<file path="src/rtl/nx_mem_port_arbiter.sv">
// Arbitrates a single-port table memory between a hw datapath and the sw indirect-access port.
// Hw wins by default; sw is protected by a consecutive-grant burst limit and by sw_yield.
module nx_mem_port_arbiter #(
  parameter int unsigned N_ADDR_BITS  = 9,
  parameter int unsigned N_DATA_BITS  = 96,
  parameter int unsigned HW_BURST_MAX = 8,
  parameter int unsigned N_CNT_BITS   = 16
) (
  input  logic                   clk,
  input  logic                   rst,
  input  logic                   enable,
  input  logic                   hw_req,
  input  logic                   hw_we,
  input  logic [N_ADDR_BITS-1:0] hw_addr,
  input  logic [N_DATA_BITS-1:0] hw_wdat,
  output logic                   hw_gnt,
  output logic                   hw_rvld,
  output logic [N_DATA_BITS-1:0] hw_rdat,
  input  logic                   sw_cs,
  input  logic                   sw_we,
  input  logic [N_ADDR_BITS-1:0] sw_add,
  input  logic [N_DATA_BITS-1:0] sw_wdat,
  input  logic                   sw_yield,
  output logic                   sw_grant,
  output logic [N_DATA_BITS-1:0] sw_rdat,
  output logic                   mem_cs,
  output logic                   mem_we,
  output logic [N_ADDR_BITS-1:0] mem_addr,
  output logic [N_DATA_BITS-1:0] mem_wdat,
  input  logic [N_DATA_BITS-1:0] mem_rdat,
  output logic [N_CNT_BITS-1:0]  conflict_cnt
);

  typedef enum logic {StHwPri, StSwPri} state_e;

  localparam logic [7:0] BurstLast = 8'(HW_BURST_MAX - 1);

  state_e                r_state;
  logic [7:0]            r_burst;
  logic                  r_hw_rvld;
  logic [N_CNT_BITS-1:0] r_conflict_cnt;

  logic w_hw_eff;
  logic w_hw_gnt;
  logic w_sw_grant;

  // Grants are forced low while reset is held so the memory sees no stray access.
  always_comb begin
    w_hw_eff   = hw_req & enable;
    w_hw_gnt   = 1'b0;
    w_sw_grant = 1'b0;
    if (!rst) begin
      case (r_state)
        StHwPri: begin
          w_sw_grant = sw_cs & (~w_hw_eff | sw_yield);
          w_hw_gnt   = w_hw_eff & ~w_sw_grant;
        end
        StSwPri: begin
          w_sw_grant = sw_cs;
          w_hw_gnt   = w_hw_eff & ~sw_cs;
        end
        default: ;
      endcase
    end
  end

  always_ff @(posedge clk or posedge rst) begin
    if (rst) begin
      r_state        <= StHwPri;
      r_burst        <= '0;
      r_hw_rvld      <= 1'b0;
      r_conflict_cnt <= '0;
    end else begin
      r_hw_rvld <= w_hw_gnt & ~hw_we;
      if (sw_cs && w_hw_eff && !(&r_conflict_cnt)) begin
        r_conflict_cnt <= r_conflict_cnt + N_CNT_BITS'(1);
      end
      case (r_state)
        StHwPri: begin
          if (w_hw_gnt && sw_cs && r_burst == BurstLast) begin
            r_state <= StSwPri;
            r_burst <= '0;
          end else if (w_sw_grant || !sw_cs) begin
            r_burst <= '0;
          end else if (w_hw_gnt) begin
            r_burst <= r_burst + 8'd1;
          end
        end
        StSwPri: begin
          r_burst <= '0;
          if (w_sw_grant || !sw_cs) r_state <= StHwPri;
        end
        default: begin
          r_state <= StHwPri;
          r_burst <= '0;
        end
      endcase
    end
  end

  always_comb begin
    hw_gnt       = w_hw_gnt;
    sw_grant     = w_sw_grant;
    hw_rvld      = r_hw_rvld;
    conflict_cnt = r_conflict_cnt;
    mem_cs       = w_hw_gnt | w_sw_grant;
    mem_we       = w_hw_gnt ? hw_we : (w_sw_grant & sw_we);
    mem_addr     = w_hw_gnt ? hw_addr : sw_add;
    mem_wdat     = w_hw_gnt ? hw_wdat : sw_wdat;
    hw_rdat      = mem_rdat;
    sw_rdat      = mem_rdat;
  end

endmodule

</file>
<file path="config.mk">
export PLATFORM = sky130hd
export DESIGN_NAME = nx_mem_port_arbiter
export DESIGN_NICKNAME = d
export VERILOG_FILES = /design/src/rtl/nx_mem_port_arbiter.sv
export SDC_FILE = /design/constraint.sdc
export NUM_CORES = 1
export LEC_CHECK = 0
export BUFFER_PORTS_ARGS = -buffer_cell sky130_fd_sc_hd__buf_2
export CORE_AREA = 2 2 248 250
export DETAILED_ROUTE_END_ITERATION = 8
export DIE_AREA = 0 0 250 252
export HOLD_SLACK_MARGIN = 0.02
export PLACE_DENSITY = 0.36
export SLEW_MARGIN = 30
export SYNTH_ARGS = -nofsm -noshare
export SYNTH_HDL_FRONTEND = slang
export SYNTH_SLANG_ARGS = --single-unit
export TNS_END_PERCENT = 1
</file>
<file path="constraint.sdc">
create_clock -name clk -period 1.6 [get_ports clk]
set_clock_uncertainty 0.2 [all_clocks]
set_input_delay 0.24 -clock clk [delete_from_list [all_inputs] [get_ports clk]]
set_output_delay 0.24 -clock clk [all_outputs]
set_load 0.01 [all_outputs]
</file>
==> results of run 1 <==
flip-flops by register name (all words and copies together) (netlist names):
signal	cells
conflict_cnt	16
r_burst	8
hw_rvld	1
r_state	1
stage by stage:
| step | hold WS (ns) | worst slack, ns | instance area (um^2) |
|---|---|---|---|
| final | 0.007525 | -0.4934 | 6380 |
| after detailed placement | 0.2443 | -0.4039 | 5809 |
| after global placement | 0.2421 | -0.3881 | 5809 |
| after floorplan | -0.05727 | -0.1733 | 4155 |
| after global routing | 0.02172 | -0.6206 | 6380 |
| after CTS | 0.02450 | -0.5659 | 6152 |
repair_timing:
action | in CTS | in global routing
pin swaps | 12 | 13
gates resized for setup | 45 | 44
hold buffers | 1 | 0
hold endpoints to repair | 26 | 0
cloned | 2 | 3
setup endpoints to repair | 129 | 129
buffers inserted | 1 | 3
cell type report:
| cell class | instances | area (um^2) | area share (%) |
|---|---|---|---|
| Antenna cell | 1 | 2.502 | 0.03922 |
| Clock buffer | 4 | 78.83 | 1.236 |
| Sequential cell | 26 | 651.9 | 10.22 |
| Multi-Input combinational cell | 422 | 2120 | 33.22 |
| Tap cell | 782 | 978.4 | 15.34 |
| Timing Repair Buffer | 411 | 2506 | 39.28 |
| Inverter | 7 | 42.54 | 0.6668 |
cells in the final DEF (no fill, tap or decap), drive strengths merged, types with 6 or more instances in the layout:
| cell | synthesis | routed |
|---|---|---|
| buf | 203 | 407 |
| nand2 | 332 | 332 |
| dfrtp | 26 | 26 |
| xor2 | 13 | 13 |
| nand3 | 10 | 10 |
| clkbuf | 14 | 7 |
| nor2 | 6 | 6 |
| nor4 | 6 | 6 |
| a21oi | 6 | 6 |
path summary, 6_finish.rpt:
check                                             start                      endpoint  slack (ns)  depth (start not counted)
max                                   r_state$_DFF_PP0_                  mem_wdat[76]       -0.49                          8
min in group asynchronous                           rst   conflict_cnt[1]$_DFFE_PP0P_        0.55                          5
min reg2reg                conflict_cnt[15]$_DFFE_PP0P_  conflict_cnt[15]$_DFFE_PP0P_        0.36                          2
max reg2reg                      r_burst[6]$_DFFE_PP0P_        r_burst[7]$_DFFE_PP0P_       -0.12                          6
max in group asynchronous                           rst  conflict_cnt[13]$_DFFE_PP0P_        0.40                          5
min                                               hw_we             hw_rvld$_DFF_PP0_       0.008                          2
layer usage:
layer	routed length (um)	global-route usage, %	vias to the layer above
li1	-	-	2288
met1	9214	7.777	2193
met2	10470	10.39	341
met3	3134	3.405	70
met4	771	2.344	4
met5	33	0	-
worst max-delay path: cells and delay by family (launching register included):
family,cells,cell delay (ns)
buf+inv,4,0.54
flops,1,0.39
simple gates,3,0.24
compound gates,1,0.20
power groups by stage:
stage	combinational [W]	sequential, W	clock [W]
2_1_floorplan	0.000952	0.000841	0
3_3_place_gp	0.00137	0.000784	0
3_5_place_dp	0.00137	0.000786	0
4_1_cts	0.00147	0.000792	0.000615
5_1_grt	0.00165	0.000802	0.000639
6_report	0.00150	0.000793	0.000590
cells by family after synthesis:
kind of cell,after synthesis,share of synthesized area [%]
AO/OA/AOI/OAI,24,3.666
XOR/XNOR,15,3.181
adder cells (fa/ha/maj),2,0.6058
buffers and inverters,224,38.20
flip-flops,26,15.75
multiplexers,3,0.7573
AND/OR/NAND/NOR,378,37.84
==> flow_metrics.tcl, run 1 <==
set metrics [dict create \
    cts_tree "yes" \
    internal_power_w 0.001799 \
    root_buffer "clkbuf_16" \
    period_needed_ns 2.093 \
    power_w 0.002879 \
    numCtsBuffers 3 \
    synth_cells 672 \
    startpoint_type "flip-flop" \
    crit_fanout 7 \
    crit_chain "o21ai_2 > nand2_4 > clkinv_8 > buf_12 > buf_12 > nand2_2 > nand2_1 > buf_2" \
    drive_gt1_share_pct 54.60 \
    nets 1187 \
    ant_nets 0 \
    switchingPower_w 0.001079 \
    relSlewSlack_pct 76.47 \
    clockBufferDepth 2 \
    io_pins 632 \
    clk_pin_slew_ns 0.07 \
    die_area_um2 63000 \
    cp_common_cell "buf_12" \
    die_y_um 252 \
    grt_pass1_vias 4889 \
    combPwrFrac_pct 51.9 \
    ys.flop_type "dfrtp_1" \
    yosysTopAreaCell "buf_4" \
    powerDensity_nw_per_um2 451.2 \
    finalHoldViolCount 0 \
    rows 90 \
    setup_slack_ns -0.4934 \
    drc 0 \
    drt_first_iter_violations 263 \
    worst_pin_slew_ns 0.3529 \
    grt_max_degree 67 \
    worstPathArrival_ns 1.65 \
    synth_top_area_share_pct 34.90 \
    clkLatencyLatePin_ns 0.27 \
    ys_seq_area_share_pct 15.75 \
    slew_violations 0 \
    maxCapViolations 0 \
    end_kind "primary output" \
    pwr-share-seq_pct 27.5 \
    vias 4896 \
    antenna_found_initial 6 \
    max_freq_mhz 477.7 \
    synth_edf_count 0 \
    timing.final.crit_share_pct 130.8 \
    synth.area.top_cells "buf_4 35%, nand2_1 30%, dfrtp_1 16%, xor2_1 2.8%, clkbuf_1 1.3%" \
    leakage_nw 3.428 \
    synth_most_common_cell "nand2_1" \
    status "finished with violations" \
    grt_overflow_total 0 \
    wl_mm 23.63 \
    ir_worst_vdd_mv 0.3847 \
    fin_util_pct 10.61 \
    place_inst 1639 \
    setup_tns_ns -49.18 \
    ys_types 42 \
    grt_first_pass_wirelength_mm 31.13 \
    syn_to_final_growth_pct 54.47 \
    power_frac_clock_pct 20.5 \
    ys_warn_count 0 \
    io_buffers 343 \
    hp-class "in -> reg" \
    grt_usage_pct 6.643 \
    failed_checks "negative setup slack" \
    clock_sinks 26 \
    synth_seq_cells 26 \
    yosys-top-cells-count "332 x nand2_1, 192 x buf_4, 26 x dfrtp_1" \
    syn_area_per_cell_um2 6.146 \
    finalSetupViolCount 120 \
    core-area_um2 60130 \
    swShare_pct 37.49 \
    async_flop_share_pct 100.0 \
    first_pass_iters 6 \
    fillers 7136 \
    rsz0062_at_grt "yes" \
    path_class "reg -> out" \
    avgViaCountPerCell 2.962 \
    worstPathRequired_ns 1.16 \
    dieWidth_um 250 \
    dp_hpwl_mm 19.08 \
    start_util_pct 6.868 \
    syn_nets 988 \
    worst_path_max_delay_cell "dfrtp_1" \
    instances_no_fill 1653 \
    synth_area_um2 4130 \
    place.gp.congestion 0.8079 \
    cts_htree_levels 1 \
    wl_per_cell_um 14.29 \
    max_stage_delay_ns 0.39 \
]
(Power assumes the default switching activity.)
==> run 2: changes to the inputs <==
--- a/config.mk
+++ b/config.mk
@@ -5,12 +5,13 @@
 export SDC_FILE = /design/constraint.sdc
 export NUM_CORES = 1
 export LEC_CHECK = 0
+export ABC_AREA = 1
 export BUFFER_PORTS_ARGS = -buffer_cell sky130_fd_sc_hd__buf_2
-export CORE_AREA = 2 2 248 250
+export CORE_AREA = 10 10 238 240
 export DETAILED_ROUTE_END_ITERATION = 8
-export DIE_AREA = 0 0 250 252
+export DIE_AREA = 0 0 248 250
 export HOLD_SLACK_MARGIN = 0.02
-export PLACE_DENSITY = 0.36
+export PLACE_DENSITY = 0.39
 export SLEW_MARGIN = 30
 export SYNTH_ARGS = -nofsm -noshare
 export SYNTH_HDL_FRONTEND = slang
==> flow_metrics.tcl, run 2 <==
set metrics [dict create \
    dieWidth_um 248 \
    rrSetupSlack_ns -0.24 \
    r2r-start "r_state$_DFF_PP0_" \
    leakage_nw 3.634 \
    ys_seq_area_share_pct 14.80 \
    finalSetupViolCount 110 \
    synth_top_family_by_area "simple AND/OR/NAND/NOR gates" \
    critical_path_buf_inv_count 4 \
    worstPathRequired_ns 1.16 \
    start_util_pct 8.451 \
    hp-start "hw_we" \
    worst_path_max_delay_cell "dfrtp_1" \
    relSlewSlack_pct 47.87 \
    largest_register_ffs 16 \
    switchingPower_w 0.001074 \
    clock_sinks 26 \
    syn_to_final_growth_pct 52.42 \
    grt_usage_pct 7.136 \
    max_freq_mhz 446.4 \
    synth.area.top_cells "nand2_1 34%, buf_4 33%, dfrtp_1 15%, nor2_1 2.7%, nand3_1 1.8%" \
    ys.flop_type "dfrtp_1" \
    stdcell_area_um2 6701 \
    nets 1271 \
    rows 84 \
    end_kind "primary output" \
    timing.final.crit_share_pct 140.0 \
    drc 0 \
    fin_util_pct 12.88 \
    ir_worst_vdd_mv 0.3851 \
    diodes 0 \
    dp_slack_ns -0.6162 \
    powerDensity_nw_per_um2 441.5 \
    status "finished with violations" \
    fin_hold_ws_ns 0.09534 \
    io_buffers 343 \
    power_frac_clock_pct 21.2 \
    clockBufferDepth 2 \
    drt_first_iter_violations 229 \
    internal_power_w 0.001885 \
    ys_types 25 \
    core-area_um2 52020 \
    grt_overflow_total 0 \
    yosysTopAreaCell "nand2_1" \
    hold_depth 3 \
    wl_per_cell_um 14.73 \
    crit_family "buffers and inverters" \
    swShare_pct 36.29 \
    met1_usage_pct 7.698 \
    reg2reg_depth 10 \
    synth_cells 760 \
    async_flop_share_pct 100.0 \
    placed_area_um2 5824 \
    vias 5108 \
    reg2reg_to "hw_rvld$_DFF_PP0_" \
    die_y_um 250 \
    hp-class "in -> reg" \
    worstPathArrival_ns 1.80 \
    met3_usage_pct 3.536 \
    grt_util_met2_pct 11.77 \
    muxShareOfSynthArea_pct 0 \
    grt_pass1_vias 5469 \
    crit_fanout 12 \
    antenna_found_initial 3 \
    failed_checks "negative setup slack" \
    wl_mm 24.18 \
    final_common_cell "nand2_1" \
    top_usage_layer "met2" \
    root_buffer "clkbuf_16" \
    dp_hpwl_mm 18.76 \
    setup_slack_ns -0.6401 \
    power_w 0.002959 \
    yosys.area_share.xor_xnor_pct 3.187 \
    ys_warn_count 0 \
    first_pass_iters 4 \
    clk_pin_slew_ns 0.07 \
    slew_violations 0 \
    drive_gt1_share_pct 54.09 \
    synth_compound_area_share_pct 1.167 \
    synth_adder_area_share_pct 0.5692 \
    synth_area_um2 4397 \
    synth_top_area_share_pct 34.15 \
    crit_chain "nor2_2 > nand2_2 > nand2_2 > nand3_4 > buf_12 > buf_4 > buf_16 > nand2_2 > nand2_2 > buf_2" \
    yosys-top-cells-count "400 x nand2_1, 193 x buf_4, 32 x nor2_1" \
    place.gp.congestion 0.8292 \
    cp_common_cell "nand2_2" \
    io_pins 632 \
    finalHoldViolCount 0 \
    syn_nets 1076 \
    worst_pin_slew_ns 0.7820 \
    synth_edf_count 0 \
    rsz0062_at_grt "yes" \
    startpoint_type "flip-flop" \
    numCtsBuffers 3 \
    die_area_um2 62000 \
    cts_tree "yes" \
    avgViaCountPerCell 3.111 \
    syn_area_per_cell_um2 5.785 \
    synthSimpleGateAreaFrac_pct 41.80 \
    pwr-share-seq_pct 26.0 \
    synth_most_common_cell "nand2_1" \
    ant_nets 0 \
    cts_htree_levels 1 \
    layout_common_cells "318 x nand2_1, 316 x buf_2, 81 x nand2_2" \
    clkLatencyLatePin_ns 0.26 \
    max_stage_delay_ns 0.39 \
    combPwrFrac_pct 52.9 \
    grt_first_pass_wirelength_mm 34.17 \
    synth_seq_cells 26 \
    maxCapViolations 0 \
    grt_max_degree 29 \
    holdPathEnd "hw_rvld$_DFF_PP0_" \
    period_needed_ns 2.240 \
    cp-startpoint "r_state$_DFF_PP0_" \
    path_class "reg -> out" \
]
[run 2: changes by cell type after synthesis, sizes merged, moves of 5 or more]
cell,delta
nor2,+27
xnor2,+7
nand3,+9
buf,+11
nor3,-5
clkbuf,-9
nand2,+73
xor2,-6
a21oi,-5
nor4,-6
inv,+15
[run 2: layout make-up]
cell class	count	area, um^2
fill	6044	45320
timing repair buffer	409	2668
clock buffer	4	88.84
multi-input combinational	493	2325
inverter	22	107.6
tap	688	860.8
sequential	26	651.9
[run 2: tightest hold or removal path, stage by stage]
cell	delay, ns
buf_2	0.13
nor2_4	0.05
buf_6	0.11
[run 2: worst max path at each step]
stage | depth (start not counted) | to
final | 10 | mem_addr[7]
after global routing | 10 | mem_wdat[20]
after CTS | 10 | mem_addr[7]
after detailed placement | 9 | mem_wdat[9]
after global placement | 9 | mem_wdat[9]
after floorplan | 7 | mem_wdat[56]
[run 2: kinds of logic (layout without fill, tap and decap cells)]
family                     count (synthesis)  count (layout)
DFF                                       26              26
adders and majority gates                  2               2
buffers and inverters                    241             435
AOI/OAI and AO/OA                          9               9
and+or+nand+nor                          466             466
xor gates and xnor gates                  16              16
[run 2: through the flow]
step	setup TNS (ns)	instances
3_5_place_dp	-48.16	1619
4_1_cts	-71.19	1642
3_3_place_gp	-49.60	1619
2_1_floorplan	-16.88	760
5_1_grt	-75.90	1642
6_report	-62.07	1642
[run 2: routing by layer]
layer | wire, um | part of all wire (%)
met5 | 13 | 0.054
met4 | 1041 | 4.3
met3 | 3504 | 14
met2 | 10900 | 45
met1 | 8729 | 36
[run 2: power by group through the flow]
stage	Sequential, W	Combinational, W	Clock (W)
after floorplan	0.000822	0.00102	0
after global placement	0.000780	0.00137	0
after detailed placement	0.000780	0.00138	0
after CTS	0.000770	0.00156	0.000659
after global routing	0.000782	0.00172	0.000672
final	0.000769	0.00156	0.000626
[run 2: timing repair]
action                                  in CTS  in global routing
cloned                                       8                  0
hold buffers                                 2                  0
resized for setup                           86                 34
endpoints found under the hold margin       10                  0
pin swaps                                    5                  3
setup buffers                                9                  0
endpoints found under the setup margin     112                147
